[src/rtl/cdb_arbiter_pkg.sv]
// Shared CDB definitions: bus sizing, FU index map, broadcast packet type.
package cdb_arbiter_pkg;

  localparam int NUM_FU_TOTAL = 5;
  localparam int CDB_TAG_W    = 6;
  localparam int XLEN         = 32;
  localparam int CDB_SRC_W    = $clog2(NUM_FU_TOTAL);

  localparam int FU_IDX_ALU    = 0;
  localparam int FU_IDX_BRANCH = 1;
  localparam int FU_IDX_MULT   = 2;
  localparam int FU_IDX_LOAD   = 3;
  localparam int FU_IDX_STORE  = 4;

  // One broadcast as seen by ROB / RS / regfile consumers.
  typedef struct packed {
    logic                 valid;
    logic [CDB_TAG_W-1:0] tag;
    logic [XLEN-1:0]      value;
    logic [CDB_SRC_W-1:0] src;
  } cdb_packet_t;

  // Round-robin successor: the slot after the winner becomes highest priority.
  function automatic int rr_next(input int idx, input int n);
    return (idx == n - 1) ? 0 : idx + 1;
  endfunction

endpackage

[src/rtl/cdb_arbiter_rr_arbiter.sv]
// Combinational round-robin select: first set request at or after ptr, wrapping.
// Kept generic so the RS issue select can reuse it.
module rr_arbiter #(
  parameter  int N  = 5,
  localparam int IW = (N > 1) ? $clog2(N) : 1
) (
  input  logic [N-1:0]  req,
  input  logic [IW-1:0] ptr,
  input  logic          enable,
  output logic [N-1:0]  grant,
  output logic [IW-1:0] idx,
  output logic          any
);

  // Scan offsets 0..N-1 from ptr; the first hit wins.
  always_comb begin
    int j;
    grant = '0;
    idx   = '0;
    any   = 1'b0;
    j     = 0;
    if (enable) begin
      for (int k = 0; k < N; k++) begin
        j = int'(ptr) + k;
        if (j >= N) j = j - N;
        if (!any && req[j]) begin
          any      = 1'b1;
          grant[j] = 1'b1;
          idx      = IW'(j);
        end
      end
    end
  end

endmodule

[src/rtl/cdb_arbiter.sv]
// CDB arbiter: one-entry holding buffer per FU, round-robin select into a
// registered broadcast stage with consumer back-pressure and global flush.
module cdb_arbiter
  import cdb_arbiter_pkg::*;
#(
  parameter int NUM_REQ = NUM_FU_TOTAL,
  parameter int DATA_W  = XLEN,
  parameter int TAG_W   = CDB_TAG_W,
  parameter int SRC_W   = $clog2(NUM_REQ)
) (
  input  logic                      clock,
  input  logic                      reset,
  input  logic                      flush,
  input  logic [NUM_REQ-1:0]        req_valid,
  input  logic [NUM_REQ*TAG_W-1:0]  req_tag,
  input  logic [NUM_REQ*DATA_W-1:0] req_value,
  output logic [NUM_REQ-1:0]        req_ready,
  input  logic                      cdb_ready,
  output logic                      cdb_valid,
  output logic [TAG_W-1:0]          cdb_tag,
  output logic [DATA_W-1:0]         cdb_value,
  output logic [SRC_W-1:0]          cdb_src,
  output logic                      busy
);

  logic [NUM_REQ-1:0]             buf_valid;
  logic [NUM_REQ-1:0][TAG_W-1:0]  buf_tag;
  logic [NUM_REQ-1:0][DATA_W-1:0] buf_value;
  logic [NUM_REQ-1:0]             grant;
  logic [NUM_REQ-1:0]             cap;
  logic [SRC_W-1:0]               rr_ptr;
  logic [SRC_W-1:0]               win;
  logic                           win_any;
  logic                           adv;

  // The output stage can take a new result when empty or being drained.
  assign adv       = !cdb_valid || cdb_ready;
  // A slot being granted this cycle is free for a same-cycle refill.
  assign req_ready = ~buf_valid | grant;
  assign cap       = req_valid & req_ready;
  assign busy      = (|buf_valid) || cdb_valid;

  rr_arbiter #(.N(NUM_REQ)) u_rr (
    .req    (buf_valid),
    .ptr    (rr_ptr),
    .enable (adv),
    .grant  (grant),
    .idx    (win),
    .any    (win_any)
  );

  for (genvar g = 0; g < NUM_REQ; g++) begin : g_buf
    // Holding buffer valid: flush clears, capture sets (wins over grant), grant clears.
    always_ff @(posedge clock or posedge reset) begin
      if (reset)          buf_valid[g] <= 1'b0;
      else if (flush)     buf_valid[g] <= 1'b0;
      else if (cap[g])    buf_valid[g] <= 1'b1;
      else if (grant[g])  buf_valid[g] <= 1'b0;
    end

    // Holding buffer payload: loaded only on an accepted, unflushed capture.
    always_ff @(posedge clock or posedge reset) begin
      if (reset) begin
        buf_tag[g]   <= '0;
        buf_value[g] <= '0;
      end else if (!flush && cap[g]) begin
        buf_tag[g]   <= req_tag[g*TAG_W +: TAG_W];
        buf_value[g] <= req_value[g*DATA_W +: DATA_W];
      end
    end
  end

  // Broadcast register: loads the winner when advancing, empties if nothing won.
  always_ff @(posedge clock or posedge reset) begin
    if (reset) begin
      cdb_valid <= 1'b0;
      cdb_tag   <= '0;
      cdb_value <= '0;
      cdb_src   <= '0;
    end else if (flush) begin
      cdb_valid <= 1'b0;
    end else if (adv) begin
      cdb_valid <= win_any;
      if (win_any) begin
        cdb_tag   <= buf_tag[win];
        cdb_value <= buf_value[win];
        cdb_src   <= win;
      end
    end
  end

  // Priority pointer moves past the winner; flush leaves it where it was.
  always_ff @(posedge clock or posedge reset) begin
    if (reset)
      rr_ptr <= '0;
    else if (!flush && adv && win_any)
      rr_ptr <= SRC_W'(rr_next(int'(win), NUM_REQ));
  end

endmodule

[config.mk]
export PLATFORM = sky130hd
export DESIGN_NAME = cdb_arbiter
export DESIGN_NICKNAME = d
export VERILOG_FILES = /design/src/rtl/cdb_arbiter_pkg.sv /design/src/rtl/cdb_arbiter_rr_arbiter.sv /design/src/rtl/cdb_arbiter.sv
export SDC_FILE = /design/constraint.sdc
export NUM_CORES = 1
export LEC_CHECK = 0
export ABC_CLOCK_PERIOD_IN_PS = 10300
export CORE_MARGIN = 5
export CORE_UTILIZATION = 54
export CTS_CLUSTER_SIZE = 30
export DETAILED_ROUTE_END_ITERATION = 10
export GPL_TIMING_DRIVEN = 0
export MAX_ROUTING_LAYER = met4
export PLACE_DENSITY_LB_ADDON = 0.08
export SLEW_MARGIN = 20
export SYNTH_ARGS = -nofsm -noshare
export SYNTH_HDL_FRONTEND = slang
export SYNTH_SLANG_ARGS = --single-unit
[constraint.sdc]
create_clock -name clock -period 10.3 [get_ports clock]
set_clock_uncertainty 0.1 [all_clocks]
set_input_delay 2.06 -clock clock [delete_from_list [all_inputs] [get_ports clock]]
set_output_delay 2.06 -clock clock [all_outputs]
set_load 0.05 [all_outputs]
# == After elaboration in Yosys (flattened, before gate mapping) ==
# Index checks and enable logic that the tools add are counted.
# word_totals
register_bits,240
# op_classes
n_addsub,10
magnitude_cmp,16
eq_ne,1
mux,83
n_bitwise,8
n_reduce_logical,32
# op_table
cell,count
$mux 32,11
$ge 32x1->1 const B,5
$lt 32x5->1 const B,5
$ge 32x4->1 const B,4
$sub 32x4->32 const B,4
$bmux 32 s3,1
$mux 5,10
$mux 1,42
$or 5x5->5,5
$mux 3,7
$bmux 6 s3,1
$logic_and 1x1->1,16
$bmux 1 s3,5
$demux 1 s3,5
$reduce_bool 3->1,5
$add 3x2->4 const B,2
$logic_not 1->1,6
$mux 6,1
$and 5x5->5,1
$not 5->5,1
$reduce_or 5->1,1
$add 3x1->4 const B,1
$add 3x3->4 const B,1
$lt 3x4->1 const B,1
other kinds (8),9

# == Depth between registers and ports, before layout ==
# depth
word_depth,28
ltp_mapped,23
mapped_depth_nobuf,16

# == Hierarchy ==
# A second synthesis with hierarchy kept.
# hier_totals
hier_cells,893
area_unflattened_um2,12027.8
# by_module_without_submodules
module,instances,cells_each,area_each_um2
cdb_arbiter,1,647,10346.2
rr_arbiter,1,246,1681.6

# == Worst setup path before layout ==
# Ideal clock, no wire load.
# synth_path
path_type,flip-flop to output port
start,register rr_ptr[0]
end,output req_ready[3]
arrival_time_ns,4.142
t_required_ns,8.140
path_slack_ns,3.998
path_stages_with_launch,18
path_cell_list,dfrtp_1 buf_4 buf_4 inv_1 clkbuf_1 ha_1 inv_1 ha_1 a21o_1 a32o_1 o211a_2 or3_1 buf_2 a211o_1 nor3_2 o22ai_1 a21oi_1 nand2b_1
# synth_between
elab_chain_cells,25
# synth_lines
element,line,rtl
start: declaration,cdb_arbiter.sv:31,logic [SRC_W-1:0] rr_ptr;
start signal: assignment,cdb_arbiter.sv:97,"rr_ptr <= SRC_W'(rr_next(int'(win), NUM_REQ));"
branches (longest 22 deep; another with $sub 32x4->32),-,
$mux 5 *,cdb_arbiter_rr_arbiter.sv:26,if (!any && req[j]) begin
$mux 5 *,cdb_arbiter_rr_arbiter.sv:22,if (enable) begin
$or 5x5->5 *,cdb_arbiter.sv:39,assign req_ready = ~buf_valid | grant;
end: declaration,cdb_arbiter.sv:17,"output logic [NUM_REQ-1:0] req_ready,"
# Every way passes the cells marked *. The select of a mux whose other input is x is not followed.

# == Final worst setup path ==
# layout_path
start,register rr_ptr[0]
end,output req_ready[0]
# Same word-level chain as after synthesis.

==> results by group <==
Outcome
  – Run status: finished, final reports clean

Global route
  – Initial antenna violation count: 4
  – GRT Residual Overflow: 0
  – Largest net degree at the start of global routing: 90
  – Vias in the first global route: 12000
  – First-pass GRT wire length: 69600 um
  – GRT Resource Usage Total: a little under a third

Min path
  – Hold path cells: 1
  – Hold Path Class: flip-flop to flip-flop

Die
  – Row count: 58
  – Die width: 169 um
  – Core ar.: approximately 25000 um^2
  – DIE AREA: 28500 um^2
  – I/O pins: about 250
  – Die Ht: 169 um
  – Initial core utilization: 54.4%

Clocking
  – Worst skew pair latency: 0.55 ns
  – Clock-pin slew on the worst setup and hold paths: about 0.06 ns
  – CTS tree: built
  – Clock H-tree levels: 1
  – Post-CTS setup buffer count: 0
  – CTS Buf Count: 28
  – CTS Buffer Depth: 3
  – Clock root buffer: clkbuf_16
  – CTS Sinks: 240
  – Post-cts sizing count: 0
  – CTS Hold Bufs: 0

Synth
  – Syn Nets: 1462
  – Mapped Area: 13600 um^2
  – Post-synthesis average cell area: 11.0 um^2
  – Yosys cell types: between 80 and 90
  – Post-Synthesis Cells: 1241
  – Synth top area cells: dfrtp_1, mux2_1, mux2_2, nor4_2, o2111a_1
  – Yosys top cell by area: dfrtp_1
  – Predominant post-synthesis flop cell: dfrtp_1
  – Synth cell count leaders: dfrtp_1, mux2_1, nand3_1
  – Seq cells post-synth: 240
  – Async SR Flop Fraction: 100%
  – Number of synthesized flops with an enable pin: 0
  – Synth warn: 0
  – Top-area cell type share of the netlist area: approximately 44%
  – Most common cell in the netlist: dfrtp_1
  – Post-synthesis sequential area ratio: between 40 and 50%

STA
  – Final hold vios: 0
  – Slew HR: 42.7%
  – Final Hold Slack: 0.386 ns
  – Setup TNS: 0 ns
  – Fin. max-slew vios: 0
  – Clock period minus worst slack: 8.45 ns
  – Slew @ Worst Pin: 0.836 ns
  – Fmax: 118 MHz
  – Tcrit/Tclk final: between 80% and 90%
  – Final setup fails: 0
  – RSZ-0062 raised after global routing: false

Place
  – Post-DP HPWL: 32700 um
  – Port buffer count: 246
  – Global placer's final weighted congestion: 0.926
  – Inst Count DP: 1819
  – Dpl cell area: 16600 um^2

Critical path
  – Worst Path Max Fanout: 12
  – WS Path Type: flip-flop to primary output
  – CP Launch Type: flip-flop
  – CP Data Required Time: 8.14 ns
  – Worst path cell trace: buf_4 -> buf_4 -> inv_1 -> clkbuf_1 -> ha_1 -> buf_2 -> clkbuf_1 -> nand2b_1 -> o21ai_0 -> ha_1 -> nor2b_1 -> o21ai_0 -> a21oi_1 -> o21ai_0 -> o41ai_1 -> a41oi_1 -> a31oi_1 -> nand2b_1 -> clkdlybuf4s50_1
  – Crit-path slowest cell: clkdlybuf4s50_1
  – Cell mode on critical path: o21ai_0
  – R2R depth: 21
  – CP arrival: 6.29 ns
  – Worst path max stage delay: 0.81 ns
  – CP endpoint kind: primary output

Routing
  – ANT nets after route: 0
  – Wire length per cell: between 20 and 25 um
  – Residual DRC: 0
  – Via density: 6.22
  – Initial DRC Count: ~890
  – Vias: 11700
  – Drt pass-1 iters: 5
  – Total Wirelength: around 45000 um

Cells and area
  – Layout Area Growth over Synthesis: 28.8%
  – Cell area after layout: 17500 um^2
  – Multi-input logic area: 6810 um^2
  – Final #Nets: 1740
  – Fin cells: about 1900
  – Layout cell share with drive strength beyond 1: roughly 16%
  – Seq. cell area: roughly 6000 um^2
  – Filler cells: a little under 2000

Run
  – Max_cap viols: 0
-- layer usage --
metal / GRT usage (%) / part of all wire [%] / up-vias
met4: 9.17 / 3.2 / 0
met5: - / 0 / -
met1: 41.8 / 41 / 5903
li1: - / - / 5213
met2: 50.6 / 48 / 456
met3: 6.61 / 7.7 / 95
-- state kept, by name (all words and copies together), names as in the netlist --
| name | cells |
|---|---|
| buf_tag | 30 |
| cdb_src | 3 |
| buf_value | 160 |
| rr_ptr | 3 |
| cdb_tag | 6 |
| cdb_value | 32 |
| buf_valid | 5 |
| cdb_valid | 1 |
-- cell type report --
class | count | share of cell area (%)
Multi-Input combinational cell | 838 | 38.8
Sequential cell | 240 | 34.2
Timing Repair Buffer | 248 | 14.4
Clock buffer | 41 | 4.56
Buffer | 108 | 3.43
Tap cell | 330 | 2.35
Inverter | 55 | 1.22
Clock inverter | 11 | 0.992
Antenna cell | 4 | 0.0571
-- path summary, 6_finish.rpt --
| path | from | to | slack, ns |
|---|---|---|---|
| hold / removal | buf_value[4]$_DFFE_PP0P_ | buf_value[4]$_DFFE_PP0P_ | 0.39 |
| setup reg to reg | rr_ptr[0]$_DFFE_PP0P_ | buf_value[11]$_DFFE_PP0P_ | 4.22 |
| max in group asynchronous | reset | buf_tag[12]$_DFFE_PP0P_ | 6.97 |
| min in group asynchronous | reset | buf_value[55]$_DFFE_PP0P_ | 1.86 |
| hold reg to reg | buf_value[4]$_DFFE_PP0P_ | buf_value[4]$_DFFE_PP0P_ | 0.39 |
| setup / recovery | rr_ptr[0]$_DFFE_PP0P_ | req_ready[0] | 1.85 |
-- cell usage in the layout (no fill, tap or decap), types with 11 or more instances in the layout --
cell type / count
ha_1: 21
mux2_2: 75
nand3_1: 84
inv_1: 52
clkbuf_16: 28
o21ai_0: 58
mux2_1: 117
clkbuf_1: 53
clkdlybuf4s50_1: 246
a41oi_1: 39
buf_6: 14
o2111a_1: 38
and4b_1: 38
a21oi_1: 23
nand2_1: 70
buf_4: 14
nor4_2: 38
buf_2: 28
nor2_1: 62
nor2b_1: 11
nand2b_1: 11
dfrtp_1: 240
-- critical path, delay by kind of cell (launching register included) --
| kind | cells | cell delay [ns] |
|---|---|---|
| flops | 1 | 0.47 |
| simple gates | 3 | 0.67 |
| compound gates | 7 | 1.54 |
| fa+ha+maj | 2 | 0.51 |
| buf+inv | 7 | 2.56 |
-- logic make-up (layout without fill, tap and decap cells) --
logic type               Yosys count  after routing  synth area share, %
buffers and inverters            163            463                 5.93
adder cells (fa/ha/maj)           22             22                 2.08
multiplexers                     202            202                 16.6
other                              0              4                    0
AND/OR/NAND/NOR                  359            359                 16.4
AO/OA/AOI/OAI                    249            249                 14.5
XOR/XNOR                           6              6                0.386
flip-flops                       240            240                 44.1
-- per-stage QoR --
stage / util (%) / setup slack [ns]
after global placement: 65.9 / -1.63
after CTS: 70.0 / 1.93
final: 70.1 / 1.85
after floorplan: - / 1.55
after detailed placement: 66.1 / 2.52
after global routing: 70.1 / 1.50
Power is not shown: default switching activity piles up to over one toggle a cycle in this logic, so the estimate is an artifact.
